$ cat src/rtl/e1ofn_sync_bridge.sv
// rtl/e1ofn_sync_bridge.sv - e1ofN four-phase <-> synchronous valid/ready bridge
//
// Purpose: connects one clocked block to the async NoC. The receive half
// decodes an incoming e1ofN token into a binary word. The send half encodes
// a binary word onto an outgoing e1ofN channel. The two halves share only
// the clock and the reset.
//
// Ports:
//   CLK       clock, rising edge
//   _RESET    asynchronous active-low reset
//   in_d      incoming rails, digit i = in_d[i*N +: N]
//   in_e      enable/ack to the upstream async sender
//   rx_data   received word
//   rx_valid  rx_data holds an unconsumed token
//   rx_ready  consumer accepts rx_data this cycle
//   tx_data   word to send
//   tx_valid  producer offers tx_data
//   tx_ready  bridge can accept tx_data this cycle
//   out_d     outgoing rails, registered
//   out_e     enable/ack from the downstream async receiver
module e1ofn_sync_bridge #(
  parameter  int M = 9,
  parameter  int N = 2,
  localparam int B = $clog2(N),
  localparam int W = M * B
) (
  input  logic           CLK,
  input  logic           _RESET,
  input  logic [M*N-1:0] in_d,
  output logic           in_e,
  output logic [W-1:0]   rx_data,
  output logic           rx_valid,
  input  logic           rx_ready,
  input  logic [W-1:0]   tx_data,
  input  logic           tx_valid,
  output logic           tx_ready,
  output logic [M*N-1:0] out_d,
  input  logic           out_e
);

  typedef enum logic {RX_IDLE, RX_ACK} rx_state_t;
  typedef enum logic [1:0] {TX_IDLE, TX_WAIT_EN, TX_WAIT_ACK} tx_state_t;

  // Two-flop synchronizers; only the second stage is ever used.
  logic [M*N-1:0] in_s1_q, in_s2_q;
  logic           oe_s1_q, oe_s2_q;

  always_ff @(posedge CLK or negedge _RESET) begin
    if (!_RESET) begin
      in_s1_q <= '0;
      in_s2_q <= '0;
      oe_s1_q <= 1'b0;
      oe_s2_q <= 1'b0;
    end else begin
      in_s1_q <= in_d;
      in_s2_q <= in_s1_q;
      oe_s1_q <= out_e;
      oe_s2_q <= oe_s1_q;
    end
  end

  // Per-digit decode. A digit counts as complete only when exactly one rail
  // is high, so a multi-hot digit (protocol violation) blocks capture.
  logic [M-1:0] dig_ok;
  logic [W-1:0] rx_word;
  logic         all_complete;
  logic         all_low;

  for (genvar g = 0; g < M; g++) begin : g_dec
    logic [N-1:0] rails;
    logic         ok;
    logic [B-1:0] val;

    assign rails = in_s2_q[g*N +: N];

    always_comb begin
      ok  = ($countones(rails) == 1);
      val = '0;
      for (int r = 0; r < N; r++) begin
        if (rails[r]) val = B'(r);
      end
    end

    assign dig_ok[g]           = ok;
    assign rx_word[g*B +: B]   = val;
  end

  assign all_complete = &dig_ok;
  assign all_low      = ~|in_s2_q;

  // ---------------- receive FSM ----------------
  rx_state_t    rx_state_q, rx_state_d;
  logic         rx_valid_q, rx_valid_d;
  logic [W-1:0] rx_data_q, rx_data_d;
  logic         rx_capture;

  // A full buffer leaves the FSM in RX_IDLE with in_e high: the sender keeps
  // its rails up until the word is consumed and capture can happen.
  assign rx_capture = (rx_state_q == RX_IDLE) && all_complete && !rx_valid_q;

  always_ff @(posedge CLK or negedge _RESET) begin
    if (!_RESET) begin
      rx_state_q <= RX_IDLE;
      rx_valid_q <= 1'b0;
      rx_data_q  <= '0;
    end else begin
      rx_state_q <= rx_state_d;
      rx_valid_q <= rx_valid_d;
      rx_data_q  <= rx_data_d;
    end
  end

  always_comb begin
    rx_state_d = rx_state_q;
    case (rx_state_q)
      RX_IDLE: if (rx_capture) rx_state_d = RX_ACK;
      RX_ACK:  if (all_low)    rx_state_d = RX_IDLE;
      default: rx_state_d = RX_IDLE;
    endcase
  end

  always_comb begin
    in_e       = (rx_state_q == RX_IDLE);
    rx_data_d  = rx_data_q;
    rx_valid_d = rx_valid_q;
    if (rx_capture) begin
      rx_data_d  = rx_word;
      rx_valid_d = 1'b1;
    end else if (rx_valid_q && rx_ready) begin
      rx_valid_d = 1'b0;
    end
  end

  assign rx_valid = rx_valid_q;
  assign rx_data  = rx_data_q;

  // ---------------- send FSM ----------------
  tx_state_t      tx_state_q, tx_state_d;
  logic [W-1:0]   tx_word_q, tx_word_d;
  logic [M*N-1:0] out_d_q, out_d_d;
  logic [M*N-1:0] tx_enc;

  for (genvar g = 0; g < M; g++) begin : g_enc
    for (genvar r = 0; r < N; r++) begin : g_rail
      assign tx_enc[g*N + r] = (tx_word_q[g*B +: B] == B'(r));
    end
  end

  always_ff @(posedge CLK or negedge _RESET) begin
    if (!_RESET) begin
      tx_state_q <= TX_IDLE;
      tx_word_q  <= '0;
      out_d_q    <= '0;
    end else begin
      tx_state_q <= tx_state_d;
      tx_word_q  <= tx_word_d;
      out_d_q    <= out_d_d;
    end
  end

  always_comb begin
    tx_state_d = tx_state_q;
    case (tx_state_q)
      TX_IDLE:     if (tx_valid) tx_state_d = TX_WAIT_EN;
      TX_WAIT_EN:  if (oe_s2_q)  tx_state_d = TX_WAIT_ACK;
      TX_WAIT_ACK: if (!oe_s2_q) tx_state_d = TX_IDLE;
      default:     tx_state_d = TX_IDLE;
    endcase
  end

  // The rails move only in a single registered step per transition, so a
  // digit is never seen half-asserted or multi-hot downstream.
  always_comb begin
    tx_ready  = (tx_state_q == TX_IDLE);
    tx_word_d = tx_word_q;
    out_d_d   = out_d_q;
    case (tx_state_q)
      TX_IDLE:     if (tx_valid) tx_word_d = tx_data;
      TX_WAIT_EN:  if (oe_s2_q)  out_d_d = tx_enc;
      TX_WAIT_ACK: if (!oe_s2_q) out_d_d = '0;
      default:     out_d_d = '0;
    endcase
  end

  assign out_d = out_d_q;

endmodule

$ cat config.mk
export PLATFORM = sky130hd
export DESIGN_NAME = e1ofn_sync_bridge
export DESIGN_NICKNAME = d
export VERILOG_FILES = /design/src/rtl/e1ofn_sync_bridge.sv
export SDC_FILE = /design/constraint.sdc
export NUM_CORES = 1
export LEC_CHECK = 0
export BUFFER_PORTS_ARGS = -buffer_cell sky130_fd_sc_hd__buf_2
export CORE_MARGIN = 2
export CORE_UTILIZATION = 30
export DETAILED_ROUTE_END_ITERATION = 10
export PLACE_DENSITY = 0.52
export SLEW_MARGIN = 20
export SYNTH_ARGS = -nofsm -noshare
export SYNTH_HDL_FRONTEND = slang
export SYNTH_SLANG_ARGS = --single-unit
$ cat constraint.sdc
create_clock -name CLK -period 4.51 [get_ports CLK]
set_clock_uncertainty 0.2 [all_clocks]
set_input_delay 0.451 -clock CLK [delete_from_list [all_inputs] [get_ports CLK]]
set_output_delay 0.451 -clock CLK [all_outputs]
set_load 0.05 [all_outputs]
==> out/qor.yml, run 1 <==
clock_tree:
  cts_max_level: 3
  clock_sinks: 78
  cts_root_buffer: "clkbuf_8"
  clock_path_buffers: 2
  cts_resized: 0
  cts_tree: "done"
  clock_latency_ns: 0.35
  clk_pin_slew_ns: 0.07
  post_cts_buffers: 0
  numCtsBuffers: 9
  holdBufCountCts: 11
grt:
  grt.overflow.total: 0
  grt_pass1_vias: 1632
  grt_usage_pct: 11.0
  antenna_found_initial: 0
  grt_max_degree: 79
  grt_pass1_wl_um: 8120
power_and_ir_drop:
  p_leak_nw: 1.82
  sw_frac_of_total_pct: 36.0
  ir_drop_mv: 0.300
  p_int_mw: 1.44
  seqPwrFrac_pct: 42.0
  p_total_mw: 2.24
  power.density_nw_per_um2: 635
  clkPwrFrac_pct: 27.2
  netSwitchingPower_mw: 0.807
  comb_power_share_pct: 30.8
layout:
  nNetsFinal: 305
  mostFrequentLayoutCell: "dfrtp_1"
  drive_gt1_share_pct: 36.2
  layout_common_cells: "dfrtp_1 (78), buf_2 (60), inv_1 (21), dlygate4sd3_1 (18), nand2_1 (11)"
  fin_util_pct: 40.5
  fin_area_um2: 3530
  n_fill_cell: 838
  areaGrowthSynthToFinish_pct: 31.1
  diodes: 0
  final_cells: 376
flow_run:
  cap_viol_max_count: 0
sta:
  rsz0062_at_grt: "no"
  period_share_pct: 45.0
  setup-tns-final_ns: 0
  worst_slew_pin_slew_ns: 1.01
  drv_slew: 0
  setup_violations: 0
  final_hold_viol_count: 0
  slew_headroom_pct: 31.0
  finalCriticalPeriod_ns: 2.03
  fmax_ghz: 0.493
min_path:
  hold_path_end: "in_s1_q[1]"
  min_path_cells: 1
  hp-class: "in -> reg"
  hp-start: "in_d[1]"
placed_design:
  dp_cells: 343
  portBuffers: 61
  hpwlAfterDp_um: 3170
  place_congestion: 0.726
  post_dp_cell_area_um2: 3120
setup_path:
  cp.required_ns: 4.54
  start_kind: "flip-flop"
  worstPathCellList: "inv_1 > ha_1 > nand4_1 > nor3_1 > buf_4 > mux2_2"
  critPathMaxStageDelay_ns: 0.36
  critical_path.max_fanout: 9
  worst-setup-path-type: "reg -> reg"
  reg2regPathDepth: 6
  r2r_end: "rx_data[4]"
  r2r_start: "in_s2_q[5]"
  critPathBufInv: 2
  r2r_slack_ns: 2.48
  cp_slowest_cell: "dfrtp_1"
  cp_top_family: "simple AND/OR/NAND/NOR gates"
  critPathCaptureType: "flip-flop"
  arrival_ns: 2.06
route:
  drt-total-wl_um: 4920
  drt_iter0_drc: 28
  via_per_inst: 4.16
  wl_per_cell_um: 13.1
  drc: 0
  ant_nets: 0
  drt-pass1-iter-count: 4
  vias: 1564
synth:
  syn_area_um2: 2690
  yosysSeqAreaShare_pct: 72.5
  synthCells: 177
  yosysWarnings: 0
  syn_area_per_cell_um2: 15.2
  synth_cell_types: 26
  ys_ff_latch: 78
  synthesis.nets: 218
floorplan:
  die_h_um: 98.8
  coreArea_um2: 8720
  dieArea_um2: 9750
  io_pins: 62
  die_x_um: 98.8
  rows: 34
  initial_core_util_pct: 30.9
run_status:
  status: "completed"
==> cells by family (layout without fill, tap and decap cells) <==
logic type | count (synthesis) | count (layout) | synth area share (%)
adders and majority gates | 9 | 9 | 4.18
muxes | 20 | 20 | 9.66
AOI/OAI and AO/OA | 20 | 20 | 5.16
buffers and inverters | 25 | 116 | 3.95
and+or+nand+nor | 24 | 24 | 4.27
xor gates and xnor gates | 1 | 1 | 0.325
DFF | 78 | 78 | 72.5
==> power groups by stage <==
stage	Combinational [mW]	Sequential, mW	Clock [mW]
after floorplan	0.262	1.21	0
after global placement	0.689	0.954	0
after detailed placement	0.697	0.951	0
after CTS	0.701	0.944	0.634
after global routing	0.738	0.966	0.667
final	0.691	0.942	0.610
==> per-layer routing <==
metal | global-route usage [%] | share of wire, % | wire (µm)
met1 | 13.3 | 44 | 2170
met2 | 16.9 | 47 | 2300
met3 | 5.82 | 7.7 | 377
met4 | 4.11 | 1.4 | 70
met5 | 0 | 0 | 0
==> worst max path at each step <==
stage	startpoint	endpoint	slack, ns	cells after the start
final	in_s2_q[5]	rx_data[4]	2.48	6
after global routing	in_s2_q[1]	rx_data[5]	2.36	6
after CTS	in_s2_q[3]	rx_data[3]	2.45	6
after detailed placement	in_s2_q[3]	rx_data[3]	2.46	6
after global placement	in_s2_q[7]	rx_data[1]	2.48	6
after floorplan	tx_state_q[1]	tx_word_q[0]	2.37	4
==> state kept, by name (all words and copies together), names as in the netlist <==
signal and flops:
out_d 18, rx_valid 1, in_s1_q 18, rx_state_q 1, oe_s2_q 1, rx_data 9
in_s2_q 18, oe_s1_q 1, tx_word_q 9, tx_state_q 2
==> synth_stat cells, drive strengths merged <==
cell type  number  area, µm²
a21o            1       7.51
a22o            9       78.8
and2            1       6.26
buf             3       23.8
clkbuf          1       3.75
dfrtp          78       1950
ha              9        113
inv            21       78.8
mux2           18        236
mux2i           2       23.8
nand2          11       41.3
nand3           1       5.00
nand3b          1       7.51
nand4           2       12.5
nand4b          1       8.76
nor2            4       17.5
nor3            2       10.0
o21ai           9       45.0
o21bai          1       7.51
or2             1       6.26
xnor2           1       8.76
==> worst reg2reg max path, cell delays in order (launching register included) <==
cell and delay (ns):
dfrtp_1 0.36, inv_1 0.05, ha_1 0.26, nand4_1 0.10, nor3_1 0.35, buf_4 0.26, mux2_2 0.34
==> final cells by class <==
class / count / area (µm²) / share of cell area (%)
clock buffer: 9 / 124 / 3.51
clock inverter: 6 / 111 / 3.15
inverter: 21 / 78.8 / 2.23
multi-input combinational: 74 / 636 / 18.0
sequential: 78 / 1950 / 55.3
tap: 108 / 135 / 3.83
timing repair buffer: 80 / 495 / 14.0
==> per-stage QoR <==
stage / setup WS [ns] / hold slack [ns]
after floorplan: 2.37 / -0.0446
after global placement: 2.48 / 0.135
after detailed placement: 2.46 / 0.135
after CTS: 2.45 / 0.000139
after global routing: 2.36 / 0.000401
final: 2.48 / 0.0250
(Power assumes the default switching activity.)
==> run 2: changes to the inputs <==
--- a/config.mk
+++ b/config.mk
@@ -5,11 +5,12 @@
 export SDC_FILE = /design/constraint.sdc
 export NUM_CORES = 1
 export LEC_CHECK = 0
+export ABC_AREA = 1
 export BUFFER_PORTS_ARGS = -buffer_cell sky130_fd_sc_hd__buf_2
 export CORE_MARGIN = 2
 export CORE_UTILIZATION = 30
 export DETAILED_ROUTE_END_ITERATION = 10
-export PLACE_DENSITY = 0.52
+export PLACE_DENSITY = 0.51
 export SLEW_MARGIN = 20
 export SYNTH_ARGS = -nofsm -noshare
 export SYNTH_HDL_FRONTEND = slang
==> constraint.sdc (replaced) <==
create_clock -name CLK -period 2.1 [get_ports CLK]
set_clock_uncertainty 0.2 [all_clocks]
set_input_delay 0.21 -clock CLK [delete_from_list [all_inputs] [get_ports CLK]]
set_output_delay 0.21 -clock CLK [all_outputs]
set_load 0.05 [all_outputs]
==> out/qor.yml, run 2 <==
layout:
  drive_gt1_share_pct: 26.0  # -10 points
  diodes: 0  # unchanged
  layout_common_cells: "dfrtp_1 (78), buf_2 (60), nand2_1 (31), inv_1 (30), dlygate4sd3_1 (30)"
  areaGrowthSynthToFinish_pct: 34.9
  nNetsFinal: 374  # +23%
  mostFrequentLayoutCell: "dfrtp_1"
sta:
  rsz0062_at_grt: "no"
  timing.hold.ws_ns: 0.146  # +0.121 ns
  slew_headroom_pct: 57.6  # +27 points
  setup_violations: 0  # unchanged
  fmax_ghz: 0.588  # +19%
  worst_slew_pin_slew_ns: 0.635  # -0.380 ns
  finalCriticalPeriod_ns: 1.70  # -0.328 ns
  final_hold_viol_count: 0  # unchanged
  period_share_pct: 81.0  # +36 points
  setup-tns-final_ns: 0  # unchanged
  drv_slew: 0  # unchanged
setup_path:
  r2r_end: "rx_data[2]"
  critical_path.max_fanout: 11  # +2
  start_kind: "flip-flop"
  cp.required_ns: 2.13  # -2.41 ns
  reg2regPathDepth: 7  # +1
  arrival_ns: 1.73  # -0.33 ns
  worst-setup-path-type: "reg -> reg"
  r2r_start: "in_s2_q[17]"
  cp-startpoint: "in_s2_q[17]"
  r2r_slack_ns: 0.40  # -2.08 ns
  critPathCaptureType: "flip-flop"
clock_tree:
  numCtsBuffers: 9  # unchanged
  clock_path_buffers: 2  # unchanged
  cts_root_buffer: "clkbuf_8"
  cts_tree: "done"
  cts_max_level: 3  # unchanged
  clock_latency_ns: 0.34  # about the same
  holdBufCountCts: 30  # +19
  post_cts_buffers: 0  # unchanged
  clk_pin_slew_ns: 0.07  # about the same
  cts_resized: 0  # unchanged
  clock_sinks: 78  # unchanged
synth:
  synth_area_leaders: "dfrtp_1 (71%), nand2_1 (4.2%), ha_1 (4.1%)"
  synth-main-ff-cell: "dfrtp_1"
  synthArstFlopShare_pct: 100  # unchanged
  yosysWarnings: 0  # unchanged
  synth_cell_types: 20  # -23%
  synthesis.nets: 273  # +25%
  syn_area_um2: 2750  # +2.2%
  yosysSeqAreaShare_pct: 70.9  # -1.5 points
  synth_top_area_share_pct: 70.9  # -1.5 points
  synth_top_cells_by_count: "dfrtp_1 (78), nand2_1 (31), inv_1 (30), nand3_1 (21), nor2_1 (12)"
  syn_area_per_cell_um2: 11.9  # -22%
  yosys.area.top_type: "dfrtp_1"
  ys_ff_latch: 78  # unchanged
  yosysMostFrequentCell: "dfrtp_1"
  synthCells: 232  # +31%
  synth_edf_count: 0  # unchanged
min_path:
  min_path_cells: 3  # +2
  hold_path_end: "tx_state_q[0]"
  hp-class: "in -> reg"
  hp-start: "tx_valid"
power_and_ir_drop:
  comb_power_share_pct: 29.7  # -1.1 points
  sw_frac_of_total_pct: 36.9  # +0.89 points
  p_leak_nw: 1.93  # +5.8%
  ir_drop_mv: 0.715  # +140%
  clkPwrFrac_pct: 27.3  # about the same
  netSwitchingPower_mw: 1.65  # +100%
  p_total_mw: 4.48  # +100%
  power.density_nw_per_um2: 1210  # +90%
  p_int_mw: 2.83  # +97%
  seqPwrFrac_pct: 43.0  # +1.0 points
route:
  via_per_inst: 4.35  # +4.5%
  drt_iter0_drc: 36  # +29%
  wl_per_cell_um: 12.4  # -5.5%
  drt-total-wl_um: 5520  # +12%
  ant_nets: 0  # unchanged
  drt-pass1-iter-count: 4  # unchanged
  drc: 0  # unchanged
  vias: 1939  # +24%
floorplan:
  dieArea_um2: 9960  # +2.1%
  initial_core_util_pct: 31.3  # +0.37 points
  die_x_um: 99.8  # +1.0%
  die_h_um: 99.8  # +1.0%
  rows: 34  # unchanged
  coreArea_um2: 8810  # +0.98%
  io_pins: 62  # unchanged
flow_run:
  cap_viol_max_count: 0  # unchanged
placed_design:
  hpwlAfterDp_um: 3620  # +14%
  place_congestion: 0.800  # +10%
  portBuffers: 61  # unchanged
grt:
  grt.overflow.total: 0  # unchanged
  grt_pass1_wl_um: 9350  # +15%
  grt_usage_pct: 12.2  # +1.1 points
  grt_max_degree: 43  # -46%
  grt_pass1_vias: 2053  # +26%
  antenna_found_initial: 0  # unchanged
run_status:
  status: "completed"
==> run 2: per-layer routing <==
layer,wire length [µm],part of all wire [%],track usage (%)
met1,2320,42,14.1
met2,2760,50,20.4
met3,332,6.0,4.53
met4,115,2.1,5.16
met5,0,0,0
==> run 2: worst max-delay path: stages (launching register included) <==
cell,delay (ns)
dfrtp_1,0.35
inv_1,0.05
ha_1,0.26
nand2_1,0.08
nor2_4,0.23
nand3_2,0.24
nand2_1,0.12
nand2_1,0.05
==> run 2: power by group through the flow <==
stage | sequential [mW] | combinational [mW] | clock, mW
3_3_place_gp | 1.95 | 1.29 | 0
3_5_place_dp | 1.95 | 1.31 | 0
2_1_floorplan | 2.43 | 0.482 | 0
6_report | 1.93 | 1.33 | 1.22
5_1_grt | 1.97 | 1.46 | 1.34
4_1_cts | 1.93 | 1.35 | 1.27
==> run 2: layout make-up <==
| cell class | count | area, µm² |
|---|---|---|
| repair buffers | 96 | 658 |
| flip-flops and latches | 78 | 1950 |
| clock inverters | 6 | 85.1 |
| fillers | 835 | 5090 |
| inverters | 31 | 116 |
| multi-input cells | 117 | 629 |
| clock buffers | 10 | 138 |
| well taps | 108 | 135 |
==> run 2: cells by family after synthesis <==
kind of cell | Yosys count | synth area share, %
and+or+nand+nor | 79 | 13.4
DFF | 78 | 70.9
buffers and inverters | 37 | 6.23
AOI/OAI and AO/OA | 29 | 5.36
adders and majority gates | 9 | 4.09
==> run 2: metrics by stage <==
stage                     utilization (%)  worst slack (ns)  area (µm²)  std cells
after detailed placement             36.2             0.386        3190        400
after CTS                            42.2             0.361        3710        446
after floorplan                         -             0.131        2750        232
after global placement               36.2             0.437        3190        400
final                                42.2             0.400        3710        446
after global routing                 42.2             0.195        3710        446
==> run 2: worst max-delay path by stage <==
stage,to,slack (ns),depth (start not counted)
after CTS,rx_data[2],0.36,7
after global placement,rx_data[4],0.44,7
after global routing,rx_data[8],0.20,7
after floorplan,tx_word_q[0],0.13,4
after detailed placement,rx_data[2],0.39,7
final,rx_data[2],0.40,7
==> run 3: changes to the inputs <==
--- a/config.mk
+++ b/config.mk
@@ -10,7 +10,7 @@
 export CORE_MARGIN = 2
 export CORE_UTILIZATION = 30
 export DETAILED_ROUTE_END_ITERATION = 10
-export PLACE_DENSITY = 0.51
+export PLACE_DENSITY = 0.53
 export SLEW_MARGIN = 20
 export SYNTH_ARGS = -nofsm -noshare
 export SYNTH_HDL_FRONTEND = slang
==> constraint.sdc (replaced) <==
create_clock -name CLK -period 1.5 [get_ports CLK]
set_clock_uncertainty 0.2 [all_clocks]
set_input_delay 0.15 -clock CLK [delete_from_list [all_inputs] [get_ports CLK]]
set_output_delay 0.15 -clock CLK [all_outputs]
set_load 0.05 [all_outputs]
==> out/qor.yml, run 3 (synthesized netlist as in run 2, its figures left out) <==
route:
  drc: 0  # unchanged
  ant_nets: 0  # unchanged
  via_per_inst: 4.34  # -0.26%
  wl_per_cell_um: 12.1  # -2.4%
  drt-pass1-iter-count: 4  # unchanged
  drt-total-wl_um: 5640  # +2.2%
  vias: 2025  # +4.4%
  drt_iter0_drc: 24  # -33%
flow_run:
  cap_viol_max_count: 0  # unchanged
setup_path:
  critical_path.max_fanout: 4  # -7
  arrival_ns: 1.62  # -0.11 ns
  cp_top_family: "simple AND/OR/NAND/NOR gates"
  cp_slowest_cell: "dfrtp_1"
  worst-setup-path-type: "reg -> reg"
  cp.required_ns: 1.60  # -0.53 ns
  worstPathCellList: "inv_2 > ha_4 > nand2_2 > nor2_4 > buf_2 > nand4_1 > nand2_1"
  critPathCaptureType: "flip-flop"
  critPathBufInv: 2  # +1
  r2r_slack_ns: -0.03  # -0.43 ns
  start_kind: "flip-flop"
  critPathMaxStageDelay_ns: 0.38  # +0.03 ns
layout:
  areaGrowthSynthToFinish_pct: 44.7
  drive_gt1_share_pct: 34.3  # +8.2 points
  fin_util_pct: 45.2  # +3.1 points
  layout_common_cells: "dfrtp_1 (76), buf_2 (61), dlygate4sd3_1 (31), inv_1 (28), nand2_1 (25)"
  final_cells: 467  # +4.7%
  mostFrequentLayoutCell: "dfrtp_1"
  nNetsFinal: 395  # +5.6%
  diodes: 0  # unchanged
clock_tree:
  clk_pin_slew_ns: 0.09  # +0.02 ns
  clock_sinks: 78  # unchanged
  clock_path_buffers: 2  # unchanged
  cts_tree: "done"
  numCtsBuffers: 9  # unchanged
  cts_root_buffer: "clkbuf_8"
  clock_latency_ns: 0.35  # about the same
  cts_max_level: 3  # unchanged
sta:
  period_share_pct: 102  # +21 points
  finalCriticalPeriod_ns: 1.53  # -0.173 ns
  drv_slew: 0  # unchanged
  slew_headroom_pct: 73.5  # +16 points
  setup-tns-final_ns: -0.0868  # -0.0868 ns
  rsz0062_at_grt: "yes"
  timing.hold.ws_ns: 0.144  # -0.00126 ns
  fin_ws_ns: -0.0271  # -0.427 ns
  worst_slew_pin_slew_ns: 0.397  # -0.237 ns
  final_hold_viol_count: 0  # unchanged
  setup_violations: 4  # +4
  fmax_ghz: 0.655  # +11%
floorplan:
  rows: 34  # unchanged
  io_pins: 62  # unchanged
  die_h_um: 99.8  # unchanged
  die_x_um: 99.8  # unchanged
  dieArea_um2: 9960  # unchanged
  coreArea_um2: 8810  # unchanged
  initial_core_util_pct: 31.3  # unchanged
power_and_ir_drop:
  p_leak_nw: 2.04  # +5.8%
  power.density_nw_per_um2: 1610  # +34%
  ir_drop_mv: 0.948  # +33%
grt:
  antenna_found_initial: 0  # unchanged
  grt_pass1_vias: 2048  # -0.24%
  grt_usage_pct: 12.0  # -0.17 points
  grt_pass1_wl_um: 9150  # -2.1%
  grt_max_degree: 79  # +84%
  grt.overflow.total: 0  # unchanged
placed_design:
  hpwlAfterDp_um: 3570  # -1.6%
  dp_cells: 409  # +2.3%
  portBuffers: 61  # unchanged
  place_congestion: 0.724  # -9.5%
run_status:
  status: "finished, violations left"
  failed_checks: "negative setup slack"
min_path:
  hp-class: "in -> async"
## run 3: cell types whose count changed in the layout (fill, tap and decap cells not counted), sizes merged
cell	change
clkbuf	-1
dlygate4sd3	+1
nand3	+1
clkinvlp	-2
inv	+6
clkinv	-2
bufinv	-1
buf	+19
## run 3: routing by layer
| layer | GRT usage (%) | wire length (µm) |
|---|---|---|
| met5 | 0 | 0 |
| met1 | 13.4 | 2330 |
| met4 | 5.69 | 78 |
| met3 | 4.25 | 268 |
| met2 | 20.5 | 2960 |
## run 3: worst paths after layout
kind                                 end   startpoint  cells after the start
max                           rx_data[1]   in_s2_q[9]                      7
min                           rx_data[3]       _RESET                      3
max reg2reg                   rx_data[1]   in_s2_q[9]                      7
min reg2reg                  in_s2_q[15]  in_s1_q[15]                      0
max in group asynchronous  tx_state_q[0]       _RESET                      3
min in group CLK             in_s2_q[15]  in_s1_q[15]                      0
## run 3: area by class of cell
cell class | count | area [µm²]
fillers | 856 | 4820
flip-flops and latches | 78 | 1950
repair buffers | 116 | 827
multi-input cells | 118 | 739
well taps | 108 | 135
clock buffers | 9 | 124
inverters | 31 | 119
clock inverters | 7 | 85.1
## run 3: worst min-delay path: stages
cell	delay, ns
dlygate4sd3_1	0.52
buf_4	0.11
buf_12	0.34
## run 3: metrics by stage
| step | power [mW] | instance area [µm²] | setup WS, ns |
|---|---|---|---|
| after floorplan | 4.11 | 2780 | -0.0387 |
| after global placement | 4.62 | 3280 | -0.000195 |
| after detailed placement | 4.65 | 3280 | -0.0414 |
| after CTS | 6.42 | 3810 | 0.00741 |
| after global routing | 6.81 | 3980 | -0.103 |
| final | 6.43 | 3980 | -0.0271 |
## run 3: repair_timing
action                                 in CTS  in global routing
cloned                                      0                  4
endpoints found under the hold margin     107                  1
buffers inserted                            0                  7
pin swaps                                   0                  8
setup endpoints to repair                  11                 15
hold buffers                               30                  1
resized for setup                           5                 18
## run 3: power breakdown
| part | switching [mW] | internal [mW] |
|---|---|---|
| Sequential | 0.214 | 2.50 |
| Clock | 0.853 | 0.810 |
| Combinational | 1.43 | 0.628 |
| Total | 2.49 | 3.94 |
